File: src/rtl/apu_frame_seq.sv
// APU frame sequencer: divides CPU-cycle ticks into quarter/half-frame strobes, 4-/5-step modes.
// Optional frame IRQ flag enabled by defining APU_FRAME_IRQ_EN.
module apu_frame_seq #(
  parameter int CNT_BITS    = 16,
  parameter int STEP_1      = 7457,
  parameter int STEP_2      = 14913,
  parameter int STEP_3      = 22371,
  parameter int STEP_4      = 29829,
  parameter int STEP_5      = 37281,
  parameter int RESET_DELAY = 3
) (
  input  logic clk_in,
  input  logic rst_in,
  input  logic cpu_cycle_pulse_in,
  input  logic mode_wr_in,
  input  logic mode_in,
  input  logic irq_inhibit_in,
  input  logic irq_ack_in,
  output logic quarter_frame_pulse_out,
  output logic half_frame_pulse_out,
  output logic frame_irq_out,
  output logic mode_out
);

  typedef enum logic {RUN, PENDING} state_t;

  localparam logic [CNT_BITS-1:0] S1  = CNT_BITS'(STEP_1);
  localparam logic [CNT_BITS-1:0] S2  = CNT_BITS'(STEP_2);
  localparam logic [CNT_BITS-1:0] S3  = CNT_BITS'(STEP_3);
  localparam logic [CNT_BITS-1:0] S4  = CNT_BITS'(STEP_4);
  localparam logic [CNT_BITS-1:0] S5  = CNT_BITS'(STEP_5);
  localparam logic [2:0]          DLY = 3'(RESET_DELAY);

  state_t              state_q, state_d;
  logic [CNT_BITS-1:0] cnt_q, cnt_d, cnt_next;
  logic [2:0]          dly_q, dly_d;
  logic                mode_q, mode_d;
  logic                qf_q, qf_d, hf_q, hf_d;
  logic                hit1, hit2, hit3, hit4, hit5;
  logic                irq_set;

  assign cnt_next = cnt_q + CNT_BITS'(1);
  assign hit1 = (cnt_next == S1);
  assign hit2 = (cnt_next == S2);
  assign hit3 = (cnt_next == S3);
  assign hit4 = (cnt_next == S4);
  assign hit5 = (cnt_next == S5);

  always_ff @(posedge clk_in) begin
    if (rst_in) begin
      state_q <= RUN;
      cnt_q   <= '0;
      dly_q   <= '0;
      mode_q  <= 1'b0;
      qf_q    <= 1'b0;
      hf_q    <= 1'b0;
    end else begin
      state_q <= state_d;
      cnt_q   <= cnt_d;
      dly_q   <= dly_d;
      mode_q  <= mode_d;
      qf_q    <= qf_d;
      hf_q    <= hf_d;
    end
  end

  always_comb begin
    state_d = state_q;
    cnt_d   = cnt_q;
    dly_d   = dly_q;
    mode_d  = mode_q;
    qf_d    = 1'b0;
    hf_d    = 1'b0;
    irq_set = 1'b0;
    if (mode_wr_in) begin
      // write swallows a coincident tick
      mode_d  = mode_in;
      state_d = PENDING;
      dly_d   = DLY;
    end else if (cpu_cycle_pulse_in) begin
      if (mode_q) begin
        qf_d  = hit1 | hit2 | hit3 | hit5;
        hf_d  = hit2 | hit5;
        cnt_d = hit5 ? '0 : cnt_next;
      end else begin
        qf_d    = hit1 | hit2 | hit3 | hit4;
        hf_d    = hit2 | hit4;
        cnt_d   = hit4 ? '0 : cnt_next;
        irq_set = hit4;
      end
      if (state_q == PENDING) begin
        dly_d = dly_q - 3'd1;
        if (dly_q == 3'd1) begin
          cnt_d   = '0;
          state_d = RUN;
          if (mode_q) begin
            qf_d = 1'b1;
            hf_d = 1'b1;
          end
        end
      end
    end
  end

`ifdef APU_FRAME_IRQ_EN
  logic inhibit_q, irq_q;

  always_ff @(posedge clk_in) begin
    if (rst_in) begin
      inhibit_q <= 1'b0;
      irq_q     <= 1'b0;
    end else begin
      if (mode_wr_in) inhibit_q <= irq_inhibit_in;
      if (irq_set && !inhibit_q)
        irq_q <= 1'b1;
      else if (irq_ack_in || (mode_wr_in && irq_inhibit_in))
        irq_q <= 1'b0;
    end
  end

  assign frame_irq_out = irq_q;
`else
  logic unused_irq;
  assign unused_irq    = ^{irq_ack_in, irq_inhibit_in, irq_set};
  assign frame_irq_out = 1'b0;
`endif

  assign quarter_frame_pulse_out = qf_q;
  assign half_frame_pulse_out    = hf_q;
  assign mode_out                = mode_q;

endmodule
File: config.mk
export PLATFORM = sky130hd
export DESIGN_NAME = apu_frame_seq
export DESIGN_NICKNAME = d
export VERILOG_FILES = /design/src/rtl/apu_frame_seq.sv
export SDC_FILE = /design/constraint.sdc
export NUM_CORES = 1
export LEC_CHECK = 0
export BUFFER_PORTS_ARGS = -buffer_cell sky130_fd_sc_hd__buf_2
export CORE_MARGIN = 1
export CORE_UTILIZATION = 45
export CTS_CLUSTER_DIAMETER = 80
export CTS_CLUSTER_SIZE = 8
export DETAILED_ROUTE_END_ITERATION = 10
export PLACE_DENSITY = 0.7
export SLEW_MARGIN = 20
export SYNTH_ARGS = -nofsm -noshare
export SYNTH_HDL_FRONTEND = slang
export SYNTH_SLANG_ARGS = --single-unit
export TNS_END_PERCENT = 50
File: constraint.sdc
create_clock -name clk_in -period 3.8 [get_ports clk_in]
set_clock_uncertainty 0.2 [all_clocks]
set_input_delay 0.38 -clock clk_in [delete_from_list [all_inputs] [get_ports clk_in]]
set_output_delay 0.38 -clock clk_in [all_outputs]
set_load 0.01 [all_outputs]
# After elaboration in Yosys (flattened, before gate mapping)

Cells that the tools add are included.

Add/subtract/negate cells: 2
Equality and inequality tests: 6
Multiplexer cells: 20
Bitwise logic cells: 8
Reduce and logical (&&, ||, !) cells: 7

Operators by type and width:

| kind                    | count |
|---|---|
| $mux W16                | 5 |
| $eq A16 B15 Y1 const B  | 2 |
| $add A16 B1 Y16 const B | 1 |
| $eq A16 B13 Y1 const B  | 1 |
| $eq A16 B14 Y1 const B  | 1 |
| $eq A16 B16 Y1 const B  | 1 |
| $mux W1                 | 12 |
| $mux W2                 | 3 |
| $or A1 B1 Y1            | 6 |
| $reduce_and A2 Y1       | 3 |
| $reduce_bool A2 Y1      | 2 |
| $eq A3 B1 Y1 const B    | 1 |
| $reduce_or A3 Y1        | 1 |
| $sub A3 B1 Y3 const B   | 1 |
| $not A1 Y1              | 2 |
| $reduce_or A2 Y1        | 1 |

Register bits: 23
Input port bits: 7
Logic and storage cells: 50

# Logic depth before layout (Yosys ltp)

Depth after elaboration: 9
Mapped depth: 10

# Worst setup path after synthesis

OpenSTA, ideal clock, no wires.

Path kind: register -> register
Start point: reg cnt_q[1]
End point: reg cnt_q[1]
Library setup time: 0.128 ns
Arrival time: 2.313 ns
Required time: 3.472 ns
Path slack: 1.160 ns
Cell stages (with the launch flop): 11
Buffers on the path: 2
Clock period less this slack: 2.640 ns
Path through: dfxtp_1 -> ha_1 -> buf_2 -> nand4_4 -> or3_4 -> a221oi_2 -> nand4_1 -> a21o_1 -> buf_2 -> a32oi_1 -> nor2_1

Word-level cells in the longest chain between the ends: 6
Elaborated cells between the ends (all ways): 8
Those cells by class: add/sub (1); eq/ne (2); mux (5)

RTL lines:

| element                                                 | RTL line | RTL |
|---|---|---|
| from (decl)                                             | 35       | `logic [CNT_BITS-1:0] cnt_q, cnt_d, cnt_next;` |
| from (signal assigned)                                  | 59       | `cnt_q <= cnt_d;` |
| $add A16 B1 Y16 *                                       | 42       | `assign cnt_next = cnt_q + CNT_BITS'(1);` |
| $eq A16 B15 Y1 / $eq A16 B16 Y1 (equally long branches) | 46, 47   |  |
| $mux W16 (on tied branches)                             | 88, 84   |  |
| $mux W16 *                                              | 81       | `if (mode_q) begin` |
| $mux W16                                                | 93       | `if (dly_q == 3'd1) begin` |
| $mux W16 *                                              | 91       | `if (state_q == PENDING) begin` |

Mark *: on every way between the ends. The rest lies on a longest branch, timed or not.
A chain may end at the register's enable or synchronous reset.

# Worst setup path in the final report

Start point: reg cnt_q[1]
End point: reg cnt_q[5]

Same word-level chain as after synthesis.

==> reports/qor.yml <==
die_height_um: 63.6
synth_top_family_by_area: "simple AND/OR/NAND/NOR gates"
syn_area_um2: 1710
syn_inst: 211
syn_to_final_growth_pct: 3.00
fp.dieArea_um2: 4050
rsz0062_at_grt: "false"
drive_gt1_share_pct: 10.7
antenna_cells: 0
fillCellCount: 349
regToRegStartpoint: "cnt_q[1]"
synth_compound_area_share_pct: 18.2
synth_top_cell_by_area: "dfxtp_1"
synthTopCellsByArea: "dfxtp_1 27%, nor2_1 4.8%, ha_1 3.7%, a21oi_1 2.9%, a31oi_1 2.9%"
pin_count: 11
die_w_um: 63.6
final_core_util_pct: 48.1
synth_ff_type: "dfxtp_1"
clock_path_buffers: 2
ys_ff_latch: 23
power_switching_w: 0.000119
rrSetupSlack_ps: 740
max_slew.worst_pin.slew_ps: 563
htree_levels: 1
clk_latency_ps: 270
synth_commonest_cells: "23 x dfxtp_1, 22 x nor2_1, 11 x nand2_1"
power_w: 0.000452
grt.total_usage_pct: 21.3
power_switching_share_pct: 26.3
cp-start-kind: "flip-flop"
grt_pass1_wl_mm: 6.77
synth.area.mux_share_pct: 1.17
reg2regPathDepth: 8
critPathArrivalTime_ps: 3030
critPathRequiredTime_ps: 3780
fin_nets: 218
intPower_w: 0.000333
syn_area_per_cell_um2: 8.09
design_area_um2: 1760
async_reset_ff_share_pct: 0
status: "finished clean"
postCtsHoldBufs: 0
drt-total-wl_mm: 3.92
synth_cell_types: 55
start_util_pct: 46.7
yosysMostFrequentCell: "dfxtp_1"
reg2reg_to: "cnt_q[5]"
first_global_vias: 1415
drv_slew: 0
post-route-period-util_pct: 80.4
drv_cap: 0
synthDominantCellAreaShare_pct: 27.0
dpl_cell_area_um2: 1710
ir_drop_v: 0.000214
drt-wirelength-per-cell_um: 15.5
clock-sinks: 23
leakagePower_nw: 0.622
ys_seq_area_share_pct: 27.0
ant_nets: 0
worstPathMaxFanout: 9
synthSimpleGateAreaFrac_pct: 37.3
overflow: 0
cts_resized: 0
fp.coreArea_um2: 3660
p_clk_share_pct: 35.1
post_cts_buffers: 0
synth_xor_area_share_pct: 6.08
cts_tree: "done"
pwr-share-comb_pct: 9.0
gp_congestion: 0.846
port_buffers: 7
dp_cells: 249
cp-end-kind: "flip-flop"
min_path_type: "in2reg"
powerDensity_nw_per_um2: 257
syn_nets: 223
clock.fmax_mhz: 327
min_to: "mode_out"
fp-row-count: 22
holdCritStartpoint: "mode_in"
drt_iter0_drc: 66
seq_power_share_pct: 55.9
drc: 0
finalSetupViolCount: 0
path_class: "reg2reg"
relSlewSlack_pct: 62.1
viasPerCell: 6.21
ys_warn_count: 0
clk_pin_slew_ps: 80
vias: 1570
dp_hpwl_mm: 2.85
antenna_found_initial: 0
stdcell_count: 253
min_path_cells: 3
tns_ps: 0
min_period_ps: 3060
cts_buffers: 3
first_pass_iters: 4
clockRootBuffer: "clkbuf_8"
synth_edf_count: 0
hold_viol_final: 0
grt_max_degree: 27
synth_fa_ha_area_share_pct: 3.66
[cells by family (layout without fill, tap and decap cells)]
logic type | after synthesis | after routing
XOR/XNOR | 11 | 11
adder cells (fa/ha/maj) | 5 | 5
multiplexers | 2 | 2
other | 1 | 1
AND/OR/NAND/NOR | 101 | 101
buffers and inverters | 22 | 16
AO/OA/AOI/OAI | 46 | 46
flip-flops | 23 | 23
[routing by layer]
metal | track usage (%) | vias to the layer above | part of all wire (%)
li1 | - | 780 | -
met1 | 29.7 | 737 | 48
met2 | 31.4 | 47 | 44
met3 | 5.25 | 6 | 7.1
met4 | 7.67 | 0 | 1.3
met5 | 0 | - | 0
[layout by cell type (no fill, tap or decap), types with 4 or more instances in the layout]
| cell type | synthesis | routed |
|---|---|---|
| nand2_1 | 11 | 11 |
| o21ai_0 | 6 | 6 |
| a31oi_1 | 8 | 8 |
| nor3_1 | 10 | 10 |
| buf_2 | 6 | 7 |
| nand3_1 | 10 | 10 |
| a21oi_1 | 10 | 10 |
| nor2_1 | 22 | 22 |
| nand4_1 | 5 | 5 |
| xnor2_1 | 5 | 5 |
| ha_1 | 5 | 5 |
| xor2_1 | 5 | 5 |
| dfxtp_1 | 23 | 23 |
| or4_1 | 6 | 6 |
| inv_1 | 5 | 5 |
| nor4_1 | 4 | 4 |
[critical path: stages (launching register included)]
cell and delay (ps):
dfxtp_1 490, ha_1 400, nand4_4 210, or3_4 440, a221oi_2 360, nand4_1 190, a21oi_2 350, a2111oi_0 140
a21o_1 180
[state kept, by name (all words and copies together), names as in the netlist]
name                     count
cnt_q                       16
dly_q                        3
half_frame_pulse_out         1
mode_out                     1
quarter_frame_pulse_out      1
state_q                      1
[layout make-up]
type	instances	area [um2]	area share, %
flip-flops and latches	23	460	26.2
clock buffers	3	41.3	2.35
multi-input cells	166	1140	64.7
clock inverters	1	5.00	0.284
well taps	48	60.1	3.41
repair buffers	7	35.0	1.99
inverters	5	18.8	1.07
[metrics by stage]
step	hold WS [ps]	setup slack, ps
after floorplan	257	1160
after CTS	130	753
final	135	743
after global placement	288	790
after detailed placement	289	770
after global routing	149	572
[worst max-delay path by stage]
stage | startpoint | end | slack (ps) | depth (start not counted)
global placement | cnt_q[1] | cnt_q[1] | 790 | 8
finish | cnt_q[1] | cnt_q[5] | 740 | 8
detailed placement | cnt_q[1] | cnt_q[5] | 770 | 8
CTS | cnt_q[1] | cnt_q[5] | 750 | 8
global route | cnt_q[1] | cnt_q[1] | 570 | 8
floorplan | cnt_q[1] | cnt_q[1] | 1160 | 10
[power by group through the flow]
stage / Sequential, W / Combinational [W] / Clock, W
after floorplan: 0.000256 / 0.0000315 / 0
after global placement: 0.000258 / 0.0000399 / 0
after detailed placement: 0.000258 / 0.0000406 / 0
after CTS: 0.000253 / 0.0000407 / 0.000166
after global routing: 0.000253 / 0.0000462 / 0.000175
final: 0.000253 / 0.0000407 / 0.000159
Note: power is estimated with default switching activity, not from simulation.
